--- src/rtl/uart_line_ctrl.sv ---
// Line-direction and RTS/CTS flow-control controller between the UART config
// registers and the TX/RX shift engines. All outputs are registered.
module uart_line_ctrl #(
    parameter int unsigned LEVEL_W    = 5,
    parameter int unsigned RTS_HIGH   = 12,
    parameter int unsigned RTS_LOW    = 4,
    parameter int unsigned TURNAROUND = 2,
    parameter int unsigned MAX_BURST  = 4
) (
    input  logic               clk,
    input  logic               rst,
    input  logic [1:0]         mode,
    input  logic               master,
    input  logic               flow_control,
    input  logic               baud_tick,
    input  logic               tx_req,
    input  logic               tx_busy,
    input  logic               tx_done,
    input  logic               rx_busy,
    input  logic [LEVEL_W-1:0] rx_level,
    input  logic               cts_n,
    output logic               tx_grant,
    output logic               rx_enable,
    output logic               txd_oe,
    output logic               rts_n,
    output logic [1:0]         fc_state
);
    typedef enum logic [1:0] {SIMPLEX = 2'd0, HALFDUPLEX = 2'd1, FULLDUPLEX = 2'd2} mode_t;
    typedef enum logic [1:0] {FC_IDLE = 2'd0, FC_LOCAL = 2'd1, FC_DIST = 2'd2} fc_state_t;

    localparam logic [LEVEL_W-1:0] LVL_HIGH   = LEVEL_W'(RTS_HIGH);
    localparam logic [LEVEL_W-1:0] LVL_LOW    = LEVEL_W'(RTS_LOW);
    localparam logic [3:0]         GUARD_INIT = 4'(TURNAROUND);
    localparam logic [7:0]         BURST_MAX  = 8'(MAX_BURST);

    fc_state_t  state, state_next;
    mode_t      cfg_mode, eff_mode;
    logic       cfg_master, eff_master;
    logic       cfg_fc, eff_fc;
    logic       cfg_load;
    logic [1:0] cts_sync;
    logic       cts_ok;
    logic [3:0] guard, guard_next;
    logic [7:0] burst, burst_next;
    logic       burst_limit;
    logic       rx_stop, rx_stop_next;
    logic       grant_next, rx_en_next, oe_next, rts_next;

    // New config takes effect on the same edge it is loaded, keeping 1-cycle latency.
    always_comb begin
        cfg_load   = (state == FC_IDLE) && !tx_busy && !rx_busy;
        eff_mode   = cfg_load ? mode_t'(mode) : cfg_mode;
        eff_master = cfg_load ? master : cfg_master;
        eff_fc     = cfg_load ? flow_control : cfg_fc;
        cts_ok     = !eff_fc || !cts_sync[1];

        state_next = state;
        guard_next = guard;
        burst_next = burst;
        if (state == FC_IDLE && baud_tick && guard != '0)
            guard_next = guard - 4'd1;
        if (state == FC_LOCAL && tx_done && burst != '1)
            burst_next = burst + 8'd1;
        burst_limit = (BURST_MAX != '0) && (burst_next >= BURST_MAX);

        if (eff_mode == HALFDUPLEX) begin
            unique case (state)
                FC_IDLE: begin
                    if (rx_busy) begin
                        state_next = FC_DIST;
                    end else if (tx_req && cts_ok && guard == '0) begin
                        state_next  = FC_LOCAL;
                        burst_next  = '0;
                        burst_limit = (BURST_MAX != '0) && (BURST_MAX == '0);
                    end
                end
                FC_LOCAL: begin
                    if (!tx_busy && (!tx_req || burst_limit)) begin
                        state_next = FC_IDLE;
                        guard_next = GUARD_INIT;
                    end
                end
                default: begin
                    if (!rx_busy) begin
                        state_next = FC_IDLE;
                        guard_next = GUARD_INIT;
                    end
                end
            endcase
        end else begin
            state_next = FC_IDLE;
        end

        grant_next = 1'b0;
        rx_en_next = 1'b1;
        oe_next    = 1'b0;
        if (eff_mode == FULLDUPLEX) begin
            oe_next    = 1'b1;
            grant_next = tx_req && cts_ok;
        end else if (eff_mode == HALFDUPLEX) begin
            if (state_next == FC_LOCAL) begin
                rx_en_next = 1'b0;
                oe_next    = 1'b1;
                grant_next = tx_req && cts_ok && !burst_limit;
            end
        end else if (eff_master) begin
            rx_en_next = 1'b0;
            oe_next    = 1'b1;
            grant_next = tx_req && cts_ok;
        end

        rx_stop_next = rx_stop;
        if (rx_level >= LVL_HIGH)
            rx_stop_next = 1'b1;
        else if (rx_level <= LVL_LOW)
            rx_stop_next = 1'b0;
        rts_next = eff_fc && (rx_stop_next || !rx_en_next);
    end

    always_ff @(posedge clk) begin
        if (rst) begin
            state      <= FC_IDLE;
            cfg_mode   <= SIMPLEX;
            cfg_master <= 1'b0;
            cfg_fc     <= 1'b0;
            cts_sync   <= '1;
            guard      <= '0;
            burst      <= '0;
            rx_stop    <= 1'b0;
            tx_grant   <= 1'b0;
            rx_enable  <= 1'b0;
            txd_oe     <= 1'b0;
            rts_n      <= 1'b1;
        end else begin
            state      <= state_next;
            cfg_mode   <= eff_mode;
            cfg_master <= eff_master;
            cfg_fc     <= eff_fc;
            cts_sync   <= {cts_sync[0], cts_n};
            guard      <= guard_next;
            burst      <= burst_next;
            rx_stop    <= rx_stop_next;
            tx_grant   <= grant_next;
            rx_enable  <= rx_en_next;
            txd_oe     <= oe_next;
            rts_n      <= rts_next;
        end
    end

    assign fc_state = state;
endmodule

--- config.mk ---
export PLATFORM = sky130hd
export DESIGN_NAME = uart_line_ctrl
export DESIGN_NICKNAME = d
export VERILOG_FILES = /design/src/rtl/uart_line_ctrl.sv
export SDC_FILE = /design/constraint.sdc
export NUM_CORES = 1
export LEC_CHECK = 0
export ABC_AREA = 1
export BUFFER_PORTS_ARGS = -buffer_cell sky130_fd_sc_hd__buf_2
export CELL_PAD_IN_SITES_DETAIL_PLACEMENT = 2
export CELL_PAD_IN_SITES_GLOBAL_PLACEMENT = 2
export CORE_ASPECT_RATIO = 1.4
export CORE_MARGIN = 1.5
export CORE_UTILIZATION = 32
export DETAILED_ROUTE_END_ITERATION = 6
export GPL_TIMING_DRIVEN = 0
export HOLD_SLACK_MARGIN = 0.05
export MAX_ROUTING_LAYER = met4
export PLACE_DENSITY = 0.82
export RECOVER_POWER = 100
export SLEW_MARGIN = 20
export SYNTH_ARGS = -nofsm -noshare
export SYNTH_HDL_FRONTEND = slang
export SYNTH_SLANG_ARGS = --single-unit
export TNS_END_PERCENT = 100
--- constraint.sdc ---
create_clock -name clk -period 5.6 [get_ports clk]
set_clock_uncertainty 0.15 [all_clocks]
set_input_delay 0.28 -clock clk [delete_from_list [all_inputs] [get_ports clk]]
set_output_delay 0.28 -clock clk [all_outputs]
set_load 0.02 [all_outputs]
==> metrics.txt <==
global-route wire length before repair=6590 um; die height=79.1 um; Num CTS Buffers=3; largest net degree at the start of global routing=15; Post-Synthesis Cells=188; Core ar.=3950 sq um; pre-CTS setup slack=3.22 ns; final non-filler cell area=1510 sq um; CP Class=reg2reg; Worst Max-Slew Pin Slew=0.972 ns; crit path buf inv count=2; RSZ-0062 raised after global routing=false; Post-CTS Setup Inserts=0; CP required=5.58 ns; # nets final=235; post-route ant nets=0; drc violations=0; post-route worst setup slack=2.37 ns; Seq/Total Area, Yosys=0.378; status=finished clean; Pleak=0.722 nW; Die ar.=4540 sq um; Worst path most repeated cell=nor2_1; max cap viols=0; max-slew violations=0; Cell variety after synth=30; initial antenna violation count=0; FP Rows=27; Max H-tree Level=1; n_diodes=0; fraction of layout cells with a size suffix above 1=0.205; flop and latch count out of synthesis=25; Setup crit start kind=register; syn avg cell area=7.04 sq um; crit share post-route=0.577; Routed WL=3800 um; Global Route Usage Sum=0.191; Worst setup EP type=register; largest area contributor in the netlist=dfxtp_1; most common cell after layout, fill and taps aside=nand2_1; Critical Path AT=3.21 ns; vias in the first global route=1474; WL per Instance=14.7 um; TritonRoute pass-1 iters=4; Cell Area, Synth=1320 sq um; Top Ports=23; Final HPWL DP=3130 um; HP Class=in2reg; Crit-path slowest cell=o21ai_0; grt ovf=0; area added between synthesis and finish=13.8%; post-synth net total=207; Sink Count=25; critical path peak fanout=8; Synth top area share=0.378; hold violation count in the final report=0; worst-skew pair later-pin latency=0.27 ns; DR vias=1275; Pwr Density=287 nW/um^2; max frequency=309 MHz; YS warnings=0; initial core utilization=0.335; commonest non-fill, non-tap cells in the layout=nand2_1 (53), dfxtp_1 (25), inv_1 (23); family with the most delay on the worst path=compound AO/OA/AOI/OAI gates; Clock Tree Buf Depth=2; slowest cell delay on critical path=0.81 ns; worst vdd ir=0.160 mV; final setup TNS=0 ns; initial DRC count=20; CTS tree=done; Die Wd=57.4 um; clock-pin slew on the worst setup and hold paths=0.09 ns; placed cell areas=1490 sq um; ranking of synthesized cells by area=dfxtp_1 (38%), nand2_1 (15%), inv_1 (6.5%), nor2_1 (4.5%), nand3_2 (3.8%); fin crit period=3.23 ns; final-report setup violation count=0; port bufs=22; max_slew headroom=0.345; CTS Root Cell=clkbuf_8; RD Place Congestion=0.788; crit-path cells=nor2_1, nand3_1, o21ai_0, clkinv_1, nor2_1, clkinv_1, o21ai_0, nor2_1; Vias/cell=4.94
area by class of cell:
cell class              instances  area (sq um)
plain buffers                   1          3.75
clock buffers                   3          41.3
clock inverters                 1          5.00
fillers                       501          2450
inverters                      32           123
multi-input cells             130           667
flip-flops and latches         25           500
well taps                      43          53.8
repair buffers                 23           113
layer usage:
| metal | GRT usage | share of wire | wire, um |
|---|---|---|---|
| met4 | 0.0558 | 0.013 | 51 |
| met3 | 0.0228 | 0.022 | 83 |
| met1 | 0.182 | 0.36 | 1380 |
| met5 | - | 0 | 0 |
| met2 | 0.383 | 0.60 | 2290 |
worst register-to-register path: cells and delay by family (launching register included):
| family | cells | cell delay [ns] |
|---|---|---|
| buffers and inverters | 2 | 0.38 |
| DFF | 1 | 0.39 |
| AOI/OAI and AO/OA | 2 | 1.15 |
| and+or+nand+nor | 4 | 1.01 |
final timing paths:
| path | startpoint | to | slack (ns) | depth (start not counted) |
|---|---|---|---|---|
| worst max-delay path | fc_state[0] | burst[3] | 2.37 | 8 |
| worst min-delay path | master | cfg_master | 0.12 | 3 |
| worst min register to register | cts_sync[0] | cts_sync[1] | 0.27 | 1 |
| worst max register to register | fc_state[0] | burst[3] | 2.37 | 8 |
cells in the mapped netlist:
cell / count
nand2_1: 52
nand3_1: 8
inv_2: 7
nor2_2: 3
o21ai_0: 2
a21oi_1: 9
nand3_2: 5
nand2_2: 5
o21ai_2: 3
nor3_1: 2
nor2_1: 16
xor2_1: 4
mux2i_1: 2
a21oi_2: 1
nand2_4: 1
inv_1: 23
or2_1: 1
a31oi_1: 2
or2_2: 3
nor4_1: 1
nand4_2: 1
clkinv_1: 1
nor2_4: 2
o211ai_1: 1
clkbuf_1: 1
o21ai_1: 1
ha_1: 2
inv_4: 1
dfxtp_1: 25
nand4_1: 3
registers in the layout (all words and copies together) (netlist names):
name / cells
cts_sync: 2
cfg_master: 1
burst: 8
tx_grant: 1
cfg_mode: 2
txd_oe: 1
rts_n: 1
rx_enable: 1
fc_state: 2
rx_stop: 1
cfg_fc: 1
guard: 4
kinds of logic (layout without fill, tap and decap cells):
kind of cell | Yosys count | count (layout) | share of synthesized area
XOR/XNOR | 4 | 4 | 0.0265
flip-flops | 25 | 25 | 0.378
buffers and inverters | 33 | 60 | 0.0955
AO/OA/AOI/OAI | 19 | 19 | 0.0870
adder cells (fa/ha/maj) | 2 | 2 | 0.0189
multiplexers | 2 | 2 | 0.0151
AND/OR/NAND/NOR | 103 | 103 | 0.379
repair_timing:
item                                   4_1_cts  5_1_grt
resized for setup                            0        0
hold buffers                                 0        1
setup endpoints to repair                    0        0
endpoints found under the hold margin        0        1
per-stage QoR:
stage	hold WS (ns)	utilization	instances	total power, W
final	0.120	0.381	258	0.000433
after floorplan	0.234	-	188	0.000289
after global placement	0.245	0.376	253	0.000312
after detailed placement	0.255	0.376	253	0.000329
after CTS	0.0506	0.388	257	0.000442
after global routing	0.152	0.381	258	0.000461
power breakdown:
part / internal [W] / switching, W / total, W
clock: 0.0000499 / 0.0000607 / 0.000111
combinational: 0.0000410 / 0.0000758 / 0.000117
sequential: 0.000195 / 0.00000982 / 0.000205
total: 0.000286 / 0.000146 / 0.000433
Power figures use the tool's default switching activity.
